--- config.mk ---
export PLATFORM = sky130hd
export DESIGN_NAME = cpu_bus_serializer_flat
export DESIGN_NICKNAME = d
export VERILOG_FILES = /design/src/rtl/cpu_bus_serializer_if.sv /design/src/rtl/cpu_bus_serializer.sv /design/src/flat_wrapper.sv
export SDC_FILE = /design/constraint.sdc
export NUM_CORES = 1
export LEC_CHECK = 0
export BUFFER_PORTS_ARGS = -buffer_cell sky130_fd_sc_hd__buf_2
export CAP_MARGIN = 15
export CORE_UTILIZATION = 54
export CTS_CLUSTER_DIAMETER = 30
export DETAILED_ROUTE_END_ITERATION = 10
export GPL_TIMING_DRIVEN = 0
export PLACE_DENSITY = 0.87
export SYNTH_ARGS = -nofsm -noshare
export SYNTH_HDL_FRONTEND = slang
export SYNTH_SLANG_ARGS = --single-unit
--- constraint.sdc ---
create_clock -name clk -period 2.4 [get_ports clk]
set_input_delay 0.36 -clock clk [delete_from_list [all_inputs] [get_ports clk]]
set_output_delay 0.36 -clock clk [all_outputs]
set_load 0.03 [all_outputs]
--- src/rtl/cpu_bus_serializer_if.sv ---
// cpu_bus_serializer_if: CPU request/response signals plus the narrow pad
// lanes of the serializer, bundled for the bridge and its environment.
// master = CPU core and pad environment, slave = the serializer itself.
interface cpu_bus_serializer_if #(
   parameter int ADDR_W = 32,
   parameter int DATA_W = 32,
   parameter int LANE_W = 8
);
   logic              cpu_req;
   logic              cpu_we;
   logic [ADDR_W-1:0] cpu_addr;
   logic [DATA_W-1:0] cpu_wdata;
   logic [DATA_W-1:0] cpu_rdata;
   logic              cpu_ack;
   logic              cpu_busy;
   logic [LANE_W-1:0] pad_addr_out;
   logic [LANE_W-1:0] pad_data_out;
   logic [LANE_W-1:0] pad_data_in;
   logic [LANE_W-1:0] pad_data_oe;
   logic [1:0]        pad_phase;
   logic              pad_strobe;
   logic              pad_ready;

   modport master (
      output cpu_req, cpu_we, cpu_addr, cpu_wdata, pad_data_in, pad_ready,
      input  cpu_rdata, cpu_ack, cpu_busy, pad_addr_out, pad_data_out,
             pad_data_oe, pad_phase, pad_strobe
   );

   modport slave (
      input  cpu_req, cpu_we, cpu_addr, cpu_wdata, pad_data_in, pad_ready,
      output cpu_rdata, cpu_ack, cpu_busy, pad_addr_out, pad_data_out,
             pad_data_oe, pad_phase, pad_strobe
   );
endinterface

--- src/rtl/cpu_bus_serializer.sv ---
// cpu_bus_serializer: bridges the core's parallel bus onto LANE_W-wide pads.
// A request goes out as N_A address beats (lane 0 first), then N_D write
// beats, or a one-cycle turnaround plus N_D read beats; a DONE cycle pulses
// cpu_ack and publishes read data. Outputs come straight from flops.
// Optional feature: define SER_WAIT_EN to let pad_ready stall data beats.
module cpu_bus_serializer #(
   parameter int ADDR_W = 32,
   parameter int DATA_W = 32,
   parameter int LANE_W = 8
) (
   input  logic                clk,
   input  logic                rst_n,
   cpu_bus_serializer_if.slave bus
);
   localparam int N_A   = ADDR_W / LANE_W;
   localparam int N_D   = DATA_W / LANE_W;
   localparam int N_MAX = (N_A > N_D) ? N_A : N_D;
   localparam int CNT_W = (N_MAX > 1) ? $clog2(N_MAX) : 1;
   localparam logic [CNT_W-1:0] LAST_A = CNT_W'(N_A - 1);
   localparam logic [CNT_W-1:0] LAST_D = CNT_W'(N_D - 1);

   localparam logic [1:0] PH_IDLE  = 2'b00;
   localparam logic [1:0] PH_ADDR  = 2'b01;
   localparam logic [1:0] PH_WDATA = 2'b10;
   localparam logic [1:0] PH_RDATA = 2'b11;

   if (ADDR_W % LANE_W != 0) begin : g_bad_addr_w
      $error("cpu_bus_serializer: ADDR_W must be a multiple of LANE_W");
   end
   if (DATA_W % LANE_W != 0) begin : g_bad_data_w
      $error("cpu_bus_serializer: DATA_W must be a multiple of LANE_W");
   end

   typedef enum logic [2:0] {
      S_IDLE, S_ADDR, S_WDATA, S_TURN, S_RDATA, S_DONE
   } state_t;

   state_t            state_q, state_d;
   logic [CNT_W-1:0]  cnt_q, cnt_d;
   logic              we_q, we_d;
   logic [ADDR_W-1:0] addr_q, addr_d;
   logic [DATA_W-1:0] wdata_q, wdata_d;
   logic [DATA_W-1:0] rbuf_q, rbuf_d;
   logic [DATA_W-1:0] rdata_q, rdata_d;
   logic [LANE_W-1:0] addr_out_q, addr_out_d;
   logic [LANE_W-1:0] data_out_q, data_out_d;
   logic [LANE_W-1:0] oe_q, oe_d;
   logic [1:0]        phase_q, phase_d;
   logic              strobe_q, strobe_d;
   logic              ack_q, ack_d;
   logic              busy_q, busy_d;
   logic              beat_ok;

   function automatic logic [LANE_W-1:0] addr_lane(input logic [ADDR_W-1:0] v,
                                                    input logic [CNT_W-1:0]  b);
      logic [ADDR_W-1:0] s;
      s = v >> (int'(b) * LANE_W);
      return s[LANE_W-1:0];
   endfunction

   function automatic logic [LANE_W-1:0] data_lane(input logic [DATA_W-1:0] v,
                                                    input logic [CNT_W-1:0]  b);
      logic [DATA_W-1:0] s;
      s = v >> (int'(b) * LANE_W);
      return s[LANE_W-1:0];
   endfunction

`ifdef SER_WAIT_EN
   // Data beats only advance on a ready cycle; strobe is masked while stalled.
   assign beat_ok        = bus.pad_ready;
   assign bus.pad_strobe = strobe_q & (bus.pad_ready | (state_q == S_ADDR));
`else
   logic unused_pad_ready;
   assign unused_pad_ready = bus.pad_ready;
   assign beat_ok          = 1'b1;
   assign bus.pad_strobe   = strobe_q;
`endif

   // Next state, beat counter, latched request, and the next output values.
   always_comb begin
      // NOTE: every variable gets a default first so no path leaves it unassigned (no latches).
      state_d = state_q;
      cnt_d   = cnt_q;
      we_d    = we_q;
      addr_d  = addr_q;
      wdata_d = wdata_q;
      rbuf_d  = rbuf_q;
      rdata_d = rdata_q;

      case (state_q)
         S_IDLE: begin
            if (bus.cpu_req) begin
               we_d    = bus.cpu_we;
               addr_d  = bus.cpu_addr;
               wdata_d = bus.cpu_wdata;
               cnt_d   = '0;
               state_d = S_ADDR;
            end
         end
         S_ADDR: begin
            if (cnt_q == LAST_A) begin
               cnt_d   = '0;
               state_d = we_q ? S_WDATA : S_TURN;
            end else begin
               cnt_d = cnt_q + CNT_W'(1);
            end
         end
         S_WDATA: begin
            if (beat_ok) begin
               if (cnt_q == LAST_D) state_d = S_DONE;
               else                 cnt_d   = cnt_q + CNT_W'(1);
            end
         end
         S_TURN: begin
            cnt_d   = '0;
            state_d = S_RDATA;
         end
         S_RDATA: begin
            if (beat_ok) begin
               // Shift each beat in from the top; after N_D beats beat 0 sits in lane 0.
               rbuf_d = (rbuf_q >> LANE_W) | (DATA_W'(bus.pad_data_in) << (DATA_W - LANE_W));
               if (cnt_q == LAST_D) begin
                  rdata_d = rbuf_d;
                  state_d = S_DONE;
               end else begin
                  cnt_d = cnt_q + CNT_W'(1);
               end
            end
         end
         S_DONE:  state_d = S_IDLE;
         default: state_d = S_IDLE;
      endcase

      // Outputs are decoded from the upcoming state so the flops present them in that state.
      addr_out_d = (state_d == S_ADDR)  ? addr_lane(addr_d, cnt_d)  : '0;
      data_out_d = (state_d == S_WDATA) ? data_lane(wdata_d, cnt_d) : '0;
      oe_d       = (state_d == S_WDATA) ? '1 : '0;
      strobe_d   = (state_d == S_ADDR) || (state_d == S_WDATA) || (state_d == S_RDATA);
      ack_d      = (state_d == S_DONE);
      busy_d     = (state_d != S_IDLE);
      case (state_d)
         S_ADDR:  phase_d = PH_ADDR;
         S_WDATA: phase_d = PH_WDATA;
         S_RDATA: phase_d = PH_RDATA;
         default: phase_d = PH_IDLE;
      endcase
   end

   // State, request latches and output flops; reset aborts any transaction.
   always_ff @(posedge clk or negedge rst_n) begin
      if (!rst_n) begin
         state_q    <= S_IDLE;
         cnt_q      <= '0;
         we_q       <= 1'b0;
         addr_q     <= '0;
         wdata_q    <= '0;
         rbuf_q     <= '0;
         rdata_q    <= '0;
         addr_out_q <= '0;
         data_out_q <= '0;
         oe_q       <= '0;
         phase_q    <= PH_IDLE;
         strobe_q   <= 1'b0;
         ack_q      <= 1'b0;
         busy_q     <= 1'b0;
      end else begin
         // NOTE: non-blocking assignments so every flop samples pre-edge values.
         state_q    <= state_d;
         cnt_q      <= cnt_d;
         we_q       <= we_d;
         addr_q     <= addr_d;
         wdata_q    <= wdata_d;
         rbuf_q     <= rbuf_d;
         rdata_q    <= rdata_d;
         addr_out_q <= addr_out_d;
         data_out_q <= data_out_d;
         oe_q       <= oe_d;
         phase_q    <= phase_d;
         strobe_q   <= strobe_d;
         ack_q      <= ack_d;
         busy_q     <= busy_d;
      end
   end

   assign bus.cpu_rdata    = rdata_q;
   assign bus.cpu_ack      = ack_q;
   assign bus.cpu_busy     = busy_q;
   assign bus.pad_addr_out = addr_out_q;
   assign bus.pad_data_out = data_out_q;
   assign bus.pad_data_oe  = oe_q;
   assign bus.pad_phase    = phase_q;
endmodule

--- src/flat_wrapper.sv ---
// flat-port wrapper written by rule: the top's interface ports become plain ports
module cpu_bus_serializer_flat 
#(
   parameter int ADDR_W = 32,
   parameter int DATA_W = 32,
   parameter int LANE_W = 8
)
  (clk, rst_n, bus_cpu_req, bus_cpu_we, bus_cpu_addr, bus_cpu_wdata, bus_pad_data_in, bus_pad_ready, bus_cpu_rdata, bus_cpu_ack, bus_cpu_busy, bus_pad_addr_out, bus_pad_data_out, bus_pad_data_oe, bus_pad_phase, bus_pad_strobe);
  cpu_bus_serializer_if #(.ADDR_W(ADDR_W), .DATA_W(DATA_W), .LANE_W(LANE_W)) bus_i ();
  input  logic clk;
  input  logic rst_n;
  input wire logic [$bits(bus_i.cpu_req)-1:0] bus_cpu_req;
  input wire logic [$bits(bus_i.cpu_we)-1:0] bus_cpu_we;
  input wire logic [$bits(bus_i.cpu_addr)-1:0] bus_cpu_addr;
  input wire logic [$bits(bus_i.cpu_wdata)-1:0] bus_cpu_wdata;
  input wire logic [$bits(bus_i.pad_data_in)-1:0] bus_pad_data_in;
  input wire logic [$bits(bus_i.pad_ready)-1:0] bus_pad_ready;
  output wire logic [$bits(bus_i.cpu_rdata)-1:0] bus_cpu_rdata;
  output wire logic [$bits(bus_i.cpu_ack)-1:0] bus_cpu_ack;
  output wire logic [$bits(bus_i.cpu_busy)-1:0] bus_cpu_busy;
  output wire logic [$bits(bus_i.pad_addr_out)-1:0] bus_pad_addr_out;
  output wire logic [$bits(bus_i.pad_data_out)-1:0] bus_pad_data_out;
  output wire logic [$bits(bus_i.pad_data_oe)-1:0] bus_pad_data_oe;
  output wire logic [$bits(bus_i.pad_phase)-1:0] bus_pad_phase;
  output wire logic [$bits(bus_i.pad_strobe)-1:0] bus_pad_strobe;
  assign bus_i.cpu_req = bus_cpu_req;
  assign bus_i.cpu_we = bus_cpu_we;
  assign bus_i.cpu_addr = bus_cpu_addr;
  assign bus_i.cpu_wdata = bus_cpu_wdata;
  assign bus_i.pad_data_in = bus_pad_data_in;
  assign bus_i.pad_ready = bus_pad_ready;
  assign bus_cpu_rdata = bus_i.cpu_rdata;
  assign bus_cpu_ack = bus_i.cpu_ack;
  assign bus_cpu_busy = bus_i.cpu_busy;
  assign bus_pad_addr_out = bus_i.pad_addr_out;
  assign bus_pad_data_out = bus_i.pad_data_out;
  assign bus_pad_data_oe = bus_i.pad_data_oe;
  assign bus_pad_phase = bus_i.pad_phase;
  assign bus_pad_strobe = bus_i.pad_strobe;
  cpu_bus_serializer #(.ADDR_W(ADDR_W), .DATA_W(DATA_W), .LANE_W(LANE_W)) u_core (.clk(clk), .rst_n(rst_n), .bus(bus_i));
endmodule
# == Word level (Yosys, flattened, before mapping) ==
# Cells that the tools add are included.
# op_classes
add_sub_neg,1
n_reduce_logical,7
multipliers,0
bitwise,1
n_shift,2
order_cmp,0
n_div,0
mux,17
eq_ne,9
# op_table
operator,n
two-way mux 32 bit,4
right shift 32 x 5 -> 8 bit,2
bitwise OR 24 x 32 -> 32 bit,1
two-way mux 8 bit,3
one-hot mux 3 bit (4 select lines),1
"equality test 3 x 2 -> 1 bit, second input constant",3
"equality test 3 bit, second input constant",3
two-way mux 3 bit,3
one-hot mux 2 bit (4 select lines),1
"equality test 3 x 1 -> 1 bit, second input constant",2
two-way mux 2 bit,3
one-hot mux 2 bit (3 select lines),1
AND reduction 2 bit,2
zero test 3 bit,1
nonzero test 3 bit,1
"adder 2 x 1 -> 2 bit, second input constant",1
"equality test 2 bit, second input constant",1
logical OR 1 bit,2
OR reduction 2 bit,1
two-way mux 1 bit,1
# word_totals
mem_count,0
latch_bits,0
input_bits,77
ff_bits,163
wordCells,51
rom_bits,0
ramBits,0
out_inout_bits,61

# == Longest topological paths before layout ==
# Gate-level depths: netlist of the first run.
# depth
depth_word,6
ltp_mapped,11
mapped_depth_nobuf,8

# == Least setup slack after synthesis of the first run ==
# OpenSTA, ideal clock, no wires.
# synth_timing
path_type,reg-to-reg
start,register u_core.cnt_q[0]
end,register u_core.addr_out_q[6] (netlist: u_core.bus.pad_addr_out[6])
setup_time_ps,121
required_time_ps,2279
setup_slack_ps,208
n_path_buf,1
path_stages_with_launch,9
arrival_ps,2071
period_less_slack_ps,2192
path_cell_list,dfrtp_1 > ha_1 > nor4b_1 > o21bai_2 > and3_1 > buf_6 > inv_6 > mux2_2 > a22o_1
# synth_via
elab_chain_cells,5
word_cells_on_any_way,12
cone_classes,add/sub: 1; eq/ne: 2; shift: 1; mux: 8
# synth_lines
element,line_no,source
start: declaration,cpu_bus_serializer.sv:39,"logic [CNT_W-1:0] cnt_q, cnt_d;"
start signal: assignment,cpu_bus_serializer.sv:169,cnt_q <= cnt_d;
adder 2 x 1 -> 2 bit or equality test 2 bit (tied branches),-,
two-way mux 2 bit (tied with other cells),"cpu_bus_serializer.sv:110, cpu_bus_serializer.sv:122",
one-hot mux 2 bit (4 select lines) or one-hot mux 3 bit (4 select lines) (tied branches),cpu_bus_serializer.sv:90,case (state_q)
right shift 32 x 5 -> 8 bit or equality test 3 x 1 -> 1 bit (tied branches),"cpu_bus_serializer.sv:57, cpu_bus_serializer.sv:135",
two-way mux 8 bit *,cpu_bus_serializer.sv:135,"addr_out_d = (state_d == S_ADDR) ? addr_lane(addr_d, cnt_d) : '0;"
named net u_core.addr_out_d[6],cpu_bus_serializer.sv:45,"logic [LANE_W-1:0] addr_out_q, addr_out_d;"
end signal: assignment,cpu_bus_serializer.sv:175,addr_out_q <= addr_out_d;
end: declaration,cpu_bus_serializer.sv:45,
# The timed path passes the listed nets; every way through them passes the cells marked *.
# A chain may end at the register's enable or synchronous reset.

# == Worst setup path in the final report of the first run ==
# layout_timing
start,register u_core.cnt_q[0]
end,register u_core.data_out_q[4] (netlist: u_core.bus.pad_data_out[4])
# layout_via
elab_chain_cells,5
word_cells_on_any_way,12
cone_classes,add/sub: 1; eq/ne: 2; shift: 1; mux: 8
# layout_lines
element,line_no,source
adder 2 x 1 -> 2 bit or equality test 2 bit (tied branches),-,
two-way mux 2 bit (on tied branches),"cpu_bus_serializer.sv:110, cpu_bus_serializer.sv:122, cpu_bus_serializer.sv:101",
one-hot mux 2 bit (4 select lines) *,cpu_bus_serializer.sv:90,
named net u_core.cnt_d[0],cpu_bus_serializer.sv:39,
right shift 32 x 5 -> 8 bit *,cpu_bus_serializer.sv:64,s = v >> (int'(b) * LANE_W);
two-way mux 8 bit *,cpu_bus_serializer.sv:136,"data_out_d = (state_d == S_WDATA) ? data_lane(wdata_d, cnt_d) : '0;"
named net u_core.data_out_d[4],cpu_bus_serializer.sv:46,"logic [LANE_W-1:0] data_out_q, data_out_d;"
end signal: assignment,cpu_bus_serializer.sv:176,data_out_q <= data_out_d;
end: declaration,cpu_bus_serializer.sv:46,
# Marks and branches as above.

==> results of run 1 <==
timing repair:
item	in CTS	in global routing
pin swaps	1	2
resized for setup	6	9
setup endpoints to repair	18	18
hold buffers	1	0
hold endpoints to repair	69	0
setup buffers	0	10
synthesized netlist by cell type (2+ instances only):
master      n  area share [%]
nand4_1     2            0.20
nand2b_1    3            0.30
and3_1      2            0.20
nor4b_1     3            0.42
o21bai_1    6            0.73
buf_8       2            0.49
nor2_1     16            0.97
clkbuf_1    3            0.18
a22o_1      7            0.99
a21oi_1     2            0.16
or2_0       6            0.61
buf_4      12             1.5
mux2_2    127              23
ha_1        4            0.81
a31oi_1     7            0.71
nand3_1     4            0.32
o21ai_1     2            0.16
mux2i_1    12             1.9
inv_1       3            0.18
dfrtp_1   148              60
and2_1      3            0.30
nand2_1     2            0.12
o22ai_1     9            0.91
buf_2      10            0.81
critical path: stages (launching register included):
cell,delay [ps]
dfrtp_2,460
ha_2,250
nor4b_2,290
o21bai_2,160
and3_1,190
buf_6,160
inv_6,110
buf_8,150
buf_8,150
mux2i_2,220
o22ai_1,100
cell type report:
cell class | count | area share (%)
repair buffers | 148 | 10.2
clock inverters | 9 | 1.89
plain buffers | 28 | 2.48
well taps | 140 | 2.22
multi-input cells | 241 | 29.6
clock buffers | 23 | 6.20
flip-flops and latches | 148 | 47.1
inverters | 5 | 0.302
diodes | 1 | 0.0318
power breakdown:
part | switching (uW) | total (uW) | leakage [uW] | internal [uW]
Combinational | 2500 | 4670 | 0.00170 | 2170
Sequential | 408 | 3870 | 0.00187 | 3460
Clock | 983 | 2830 | 0.000317 | 1840
logic make-up after synthesis:
logic type / after synthesis
buf+inv: 33
fa+ha+maj: 4
xor+xnor: 2
simple gates: 55
mux: 140
compound gates: 40
flops: 148
final timing paths:
check	from	to	depth (start not counted)
max reg2reg	u_core.cnt_q[0]$_DFF_PN0_	u_core.bus.pad_data_out[4]$_DFF_PN0_	10
max in group asynchronous	rst_n	u_core.rbuf_q[10]$_DFFE_PN0P_	3
min in group asynchronous	rst_n	u_core.addr_q[18]$_DFF_PN0_	2
min	bus_cpu_we	u_core.we_q$_DFFE_PN0P_	2
min reg2reg	u_core.bus.cpu_rdata[6]$_DFFE_PN0P_	u_core.bus.cpu_rdata[6]$_DFFE_PN0P_	1
max	u_core.cnt_q[0]$_DFF_PN0_	u_core.bus.pad_data_out[4]$_DFF_PN0_	10
registers in the layout, summed over array words and instances, names as in the netlist:
register                 cells
u_core.bus.cpu_ack           1
u_core.bus.cpu_rdata        32
u_core.wdata_q              32
u_core.addr_q               32
u_core.bus.pad_phase         2
u_core.we_q                  1
u_core.bus.pad_data_oe       1
u_core.bus.cpu_busy          1
u_core.rbuf_q               24
u_core.bus.pad_addr_out      8
u_core.state_q               3
u_core.cnt_q                 2
u_core.bus.pad_data_out      8
u_core.bus.pad_strobe        1
through the flow:
step	cells	total power [uW]
after floorplan	422	7070
after global placement	698	7920
after detailed placement	699	8210
after CTS	732	11100
after global routing	742	12000
final	743	11400
per-layer routing:
metal / global-route usage [%] / share of wire [%] / vias to the layer above
met4: 11.2 / 2.3 / 0
li1: - / - / 1835
met3: 7.95 / 6.2 / 31
met2: 42.5 / 52 / 151
met5: 0 / 0 / -
met1: 29.1 / 40 / 2045
==> reports/metrics.yaml, run 1 <==
floorplan:
  fp.dieH_um: 109
  initial_core_util_pct: 56.3
  core_um2: 11000
  die_area_um2: 11900
  num_rows: 38
  die_w_um: 109
  boundaryPins: 138
cts:
  numCtsBuffers: 17
  clock-root-buffer: "clkbuf_16"
  cts_sinks: 148
  htreeDepth: 4
  clock_latency_ps: 420
  cts_tree: "yes"
  clockBufferDepth: 2
  cts.clk_slew.worst_paths_ps: 60
sta:
  relSlewSlack_pct: 57.3
  drv_slew: 0
  setup_viol: 0
  tightest_slew_ps: 641
  period_minus_slack_ps: 2390
  setup_ws_ps: 10.8
  finClkSkew_ps: 8.20
  finalCritPeriodShare_pct: 99.5
  holdWs_ps: 179
  hold_violations: 0
  tns_ps: 0
  max_clock_freq_mhz: 419
yosys:
  synth_compound_area_share_pct: 4.81
  synth_edf_count: 0
  synth_top_family_by_area: "multiplexers"
  synth-seq-cells: 148
  syn_inst: 422
  synth_xor_area_share_pct: 0.283
  synthMuxAreaShare_pct: 25.2
  syn_area_um2: 6180
  ys_types: 51
  synthAdderAreaFrac_pct: 0.809
  synthArstFlopShare_pct: 100
  yosysWarnings: 0
  ys.flop_type: "dfrtp_1"
  synth_nets: 503
  ys_seq_area_share_pct: 59.9
  avgSynthCellArea_um2: 14.7
  yosys.area_share.simple_pct: 5.46
route:
  dr_total_vias: 4062
  wirelength_mm: 13.9
  drt-initial-drc-count: 150
  ant_nets: 0
  wl_per_cell_um: 18.8
  drc_errors: 0
  via_per_inst: 5.47
  firstDrtPassIters: 4
setup_path:
  path_max_fanout: 10
  critPathArrivalTime_ps: 2680
  cp-start-kind: "flip-flop"
  reg2reg_slack_ps: 10
  endpoint_kind: "flip-flop"
  crit_type: "flip-flop to flip-flop"
  cp.required_ps: 2690
finish:
  num-fill-cells: 693
  fin_area_um2: 7870
  mostFrequentLayoutCell: "dfrtp_1"
  fin_nets: 670
  mostFrequentLayoutCells: "145 x dfrtp_1, 144 x buf_2, 127 x mux2_2"
  multi_input_area_um2: 2330
  seq_area_um2: 3710
  finish.utilization_pct: 71.7
  drive_gt1_share_pct: 58.5
  area_growth_syn_to_layout_pct: 27.3
placed_design:
  post-place-ws_ps: -143
  gp_congestion: 0.806
  dp_hpwl_mm: 9.22
  placed_cell_area_um2: 7070
  portBuffers: 136
pwr:
  powerDensity_nw_per_um2: 1440
  p_leak_uw: 0.00389
  ir_drop_mv: 0.876
global_route:
  grt_max_degree: 80
  grt_pass1_vias: 4336
  antenna_found_initial: 0
  grt_usage_pct: 25.1
  overflow: 0
  grt_pass1_wl_mm: 21.8
min_path:
  worstHoldPathType: "input pin to flip-flop"
outcome:
  run_status: "complete, no violations"
run:
  drv_cap: 0
(Power assumes the default switching activity.)
==> run 2: changes to the inputs <==
- CAP_MARGIN: 15 -> 10
- PLACE_DENSITY: 0.87 -> unset
- PLACE_DENSITY_LB_ADDON: unset -> 0.3
==> run 2 against run 1 <==
Clock skew shrank 2.6 ps; combinational power is 4% lower; power shrank 4.0%; core utilization shrank 0.62 points; via count fell by 3.6%; die area is the same; setup slack improved by 75 ps; sequential power is essentially flat; cell count fell by 0.40%; maximum frequency up 3.2%; sequential share of layout area is 0.39 points higher; clock power decreased by 8.1%.
==> reports/metrics.yaml, run 2 (same netlist as run 1, synthesis figures left out) <==
sta:
  finalCritPeriodShare_pct: 96.4
  period_minus_slack_ps: 2310
  setup_viol: 0
  rsz0062_at_grt: "true"
  setup_ws_ps: 85.5
  tns_ps: 0
  hold_violations: 0
  finClkSkew_ps: 5.62
  relSlewSlack_pct: 54.6
  drv_slew: 0
  max_clock_freq_mhz: 432
  tightest_slew_ps: 681
min_path:
  holdPathStages: 2
  min_from: "bus_cpu_we"
  hold_end: "u_core.we_q$_DFFE_PN0P_"
  worstHoldPathType: "input pin to flip-flop"
global_route:
  grt.busiest_layer: "met2"
  grt_usage_pct: 23.1
  use_met1_pct: 28.5
  grt_pass1_wl_mm: 20.3
  overflow: 0
  antenna_found_initial: 0
  grt_max_degree: 98
  use_met3_pct: 5.86
  grt_pass1_vias: 4146
  grt_util_met2_pct: 39.3
floorplan:
  die_w_um: 109
  fp.dieH_um: 109
  num_rows: 38
  core_um2: 11000
  boundaryPins: 138
  die_area_um2: 11900
  initial_core_util_pct: 56.3
cts:
  clockBufferDepth: 2
  cts_tree: "yes"
  cts_sinks: 148
  htreeDepth: 4
  clock-root-buffer: "clkbuf_16"
  numCtsBuffers: 17
  clock_latency_ps: 410
  cts.clk_slew.worst_paths_ps: 60
pwr:
  powerDensity_nw_per_um2: 1400
  p_comb_share_pct: 41.0
  p_leak_uw: 0.00386
  pwr-share-seq_pct: 35.2
  ir_drop_mv: 0.640
  switching_share_pct: 34.5
  power_switching_uw: 3770
  power.share.clock_pct: 23.8
  intPower_uw: 7150
  power_uw: 10900
setup_path:
  path_delay_family: "simple AND/OR/NAND/NOR gates"
  slowest_stage: "dfrtp_1"
  worst-r2r-cell-count: 6
  path_buf_inv: 1
  critPathArrivalTime_ps: 2630
  crit_type: "flip-flop to flip-flop"
  reg2reg_slack_ps: 90
  crit_chain: "buf_2 -> or3b_1 -> a21oi_4 -> nand4_1 -> o21bai_1 -> o22ai_1"
  cpPeakStageDelay_ps: 540
  timing.rr.end: "u_core.bus.pad_data_out[0]$_DFF_PN0_"
  path_max_fanout: 10
  r2r_start: "u_core.state_q[1]$_DFF_PN0_"
  cp.required_ps: 2720
  endpoint_kind: "flip-flop"
  cp-start-kind: "flip-flop"
route:
  dr_total_vias: 3917
  wl_per_cell_um: 17.3
  drt-initial-drc-count: 128
  drc_errors: 0
  wirelength_mm: 12.8
  firstDrtPassIters: 4
  ant_nets: 0
  via_per_inst: 5.29
finish:
  mostFrequentLayoutCell: "dfrtp_1"
  drive_gt1_share_pct: 58.2
  area_growth_syn_to_layout_pct: 26.2
  diodes: 0
  fin_nets: 668
  mostFrequentLayoutCells: "146 x dfrtp_1, 144 x buf_2, 127 x mux2_2"
placed_design:
  post-place-ws_ps: -146
  portBuffers: 136
  gp_congestion: 0.766
  dp_hpwl_mm: 8.70
outcome:
  run_status: "complete, no violations"
run:
  drv_cap: 0
-- run 2: changes by cell type in the layout (fill, tap and decap cells not counted), sizes merged --
| cell | previous run | this run |
|---|---|---|
| bufinv | 4 | 2 |
| clkinvlp | 0 | 3 |
| diode | 1 | 0 |
| clkbuf | 26 | 21 |
| buf | 172 | 170 |
| inv | 5 | 9 |
-- run 2: metrics by stage --
stage / instances / instance area [um^2] / hold slack (ps) / util (%)
2_1_floorplan: 422 / 6180 / 64.4 / -
3_3_place_gp: 698 / 7040 / 471 / 64.1
3_5_place_dp: 699 / 7070 / 336 / 64.4
4_1_cts: 732 / 7690 / 174 / 70.1
5_1_grt: 740 / 7810 / 186 / 71.1
6_report: 740 / 7810 / 187 / 71.1
-- run 2: repair_timing --
| item | in CTS | in global routing |
|---|---|---|
| hold endpoints to repair | 51 | 0 |
| pin swaps | 0 | 2 |
| setup buffers | 0 | 8 |
| gates resized for setup | 6 | 8 |
| setup endpoints to repair | 15 | 46 |
| hold buffers | 1 | 0 |
-- run 2: power groups by stage --
stage | clock [uW] | sequential [uW] | combinational, uW
4_1_cts | 2650 | 3840 | 4350
5_1_grt | 2750 | 3940 | 4850
2_1_floorplan | 0 | 4150 | 2920
6_report | 2600 | 3840 | 4480
3_5_place_dp | 0 | 3860 | 4290
3_3_place_gp | 0 | 3800 | 4150
-- run 2: area by class of cell --
cell class | instances | area (um^2)
well taps | 140 | 175
flip-flops and latches | 148 | 3710
fillers | 762 | 3180
multi-input cells | 241 | 2320
plain buffers | 28 | 203
repair buffers | 146 | 785
clock buffers | 18 | 439
clock inverters | 14 | 150
inverters | 5 | 23.8
-- run 2: how the worst max path moves through the flow --
stage,to,cells past startpoint,from
2_1_floorplan,u_core.bus.pad_addr_out[6]$_DFF_PN0_,8,u_core.cnt_q[0]$_DFF_PN0_
3_3_place_gp,u_core.wdata_q[23]$_DFF_PN0_,1,rst_n
3_5_place_dp,u_core.bus.pad_data_out[5]$_DFF_PN0_,10,u_core.cnt_q[0]$_DFF_PN0_
4_1_cts,u_core.bus.pad_data_out[5]$_DFF_PN0_,10,u_core.cnt_q[0]$_DFF_PN0_
5_1_grt,u_core.bus.pad_data_out[5]$_DFF_PN0_,10,u_core.cnt_q[0]$_DFF_PN0_
6_report,u_core.bus.pad_data_out[0]$_DFF_PN0_,6,u_core.state_q[1]$_DFF_PN0_
-- run 2: routing by layer --
| layer | up-vias | routed length (um) |
|---|---|---|
| met5 | - | 0 |
| met4 | 0 | 176 |
| met3 | 15 | 743 |
| met2 | 119 | 6400 |
| met1 | 1943 | 5450 |
| li1 | 1840 | - |
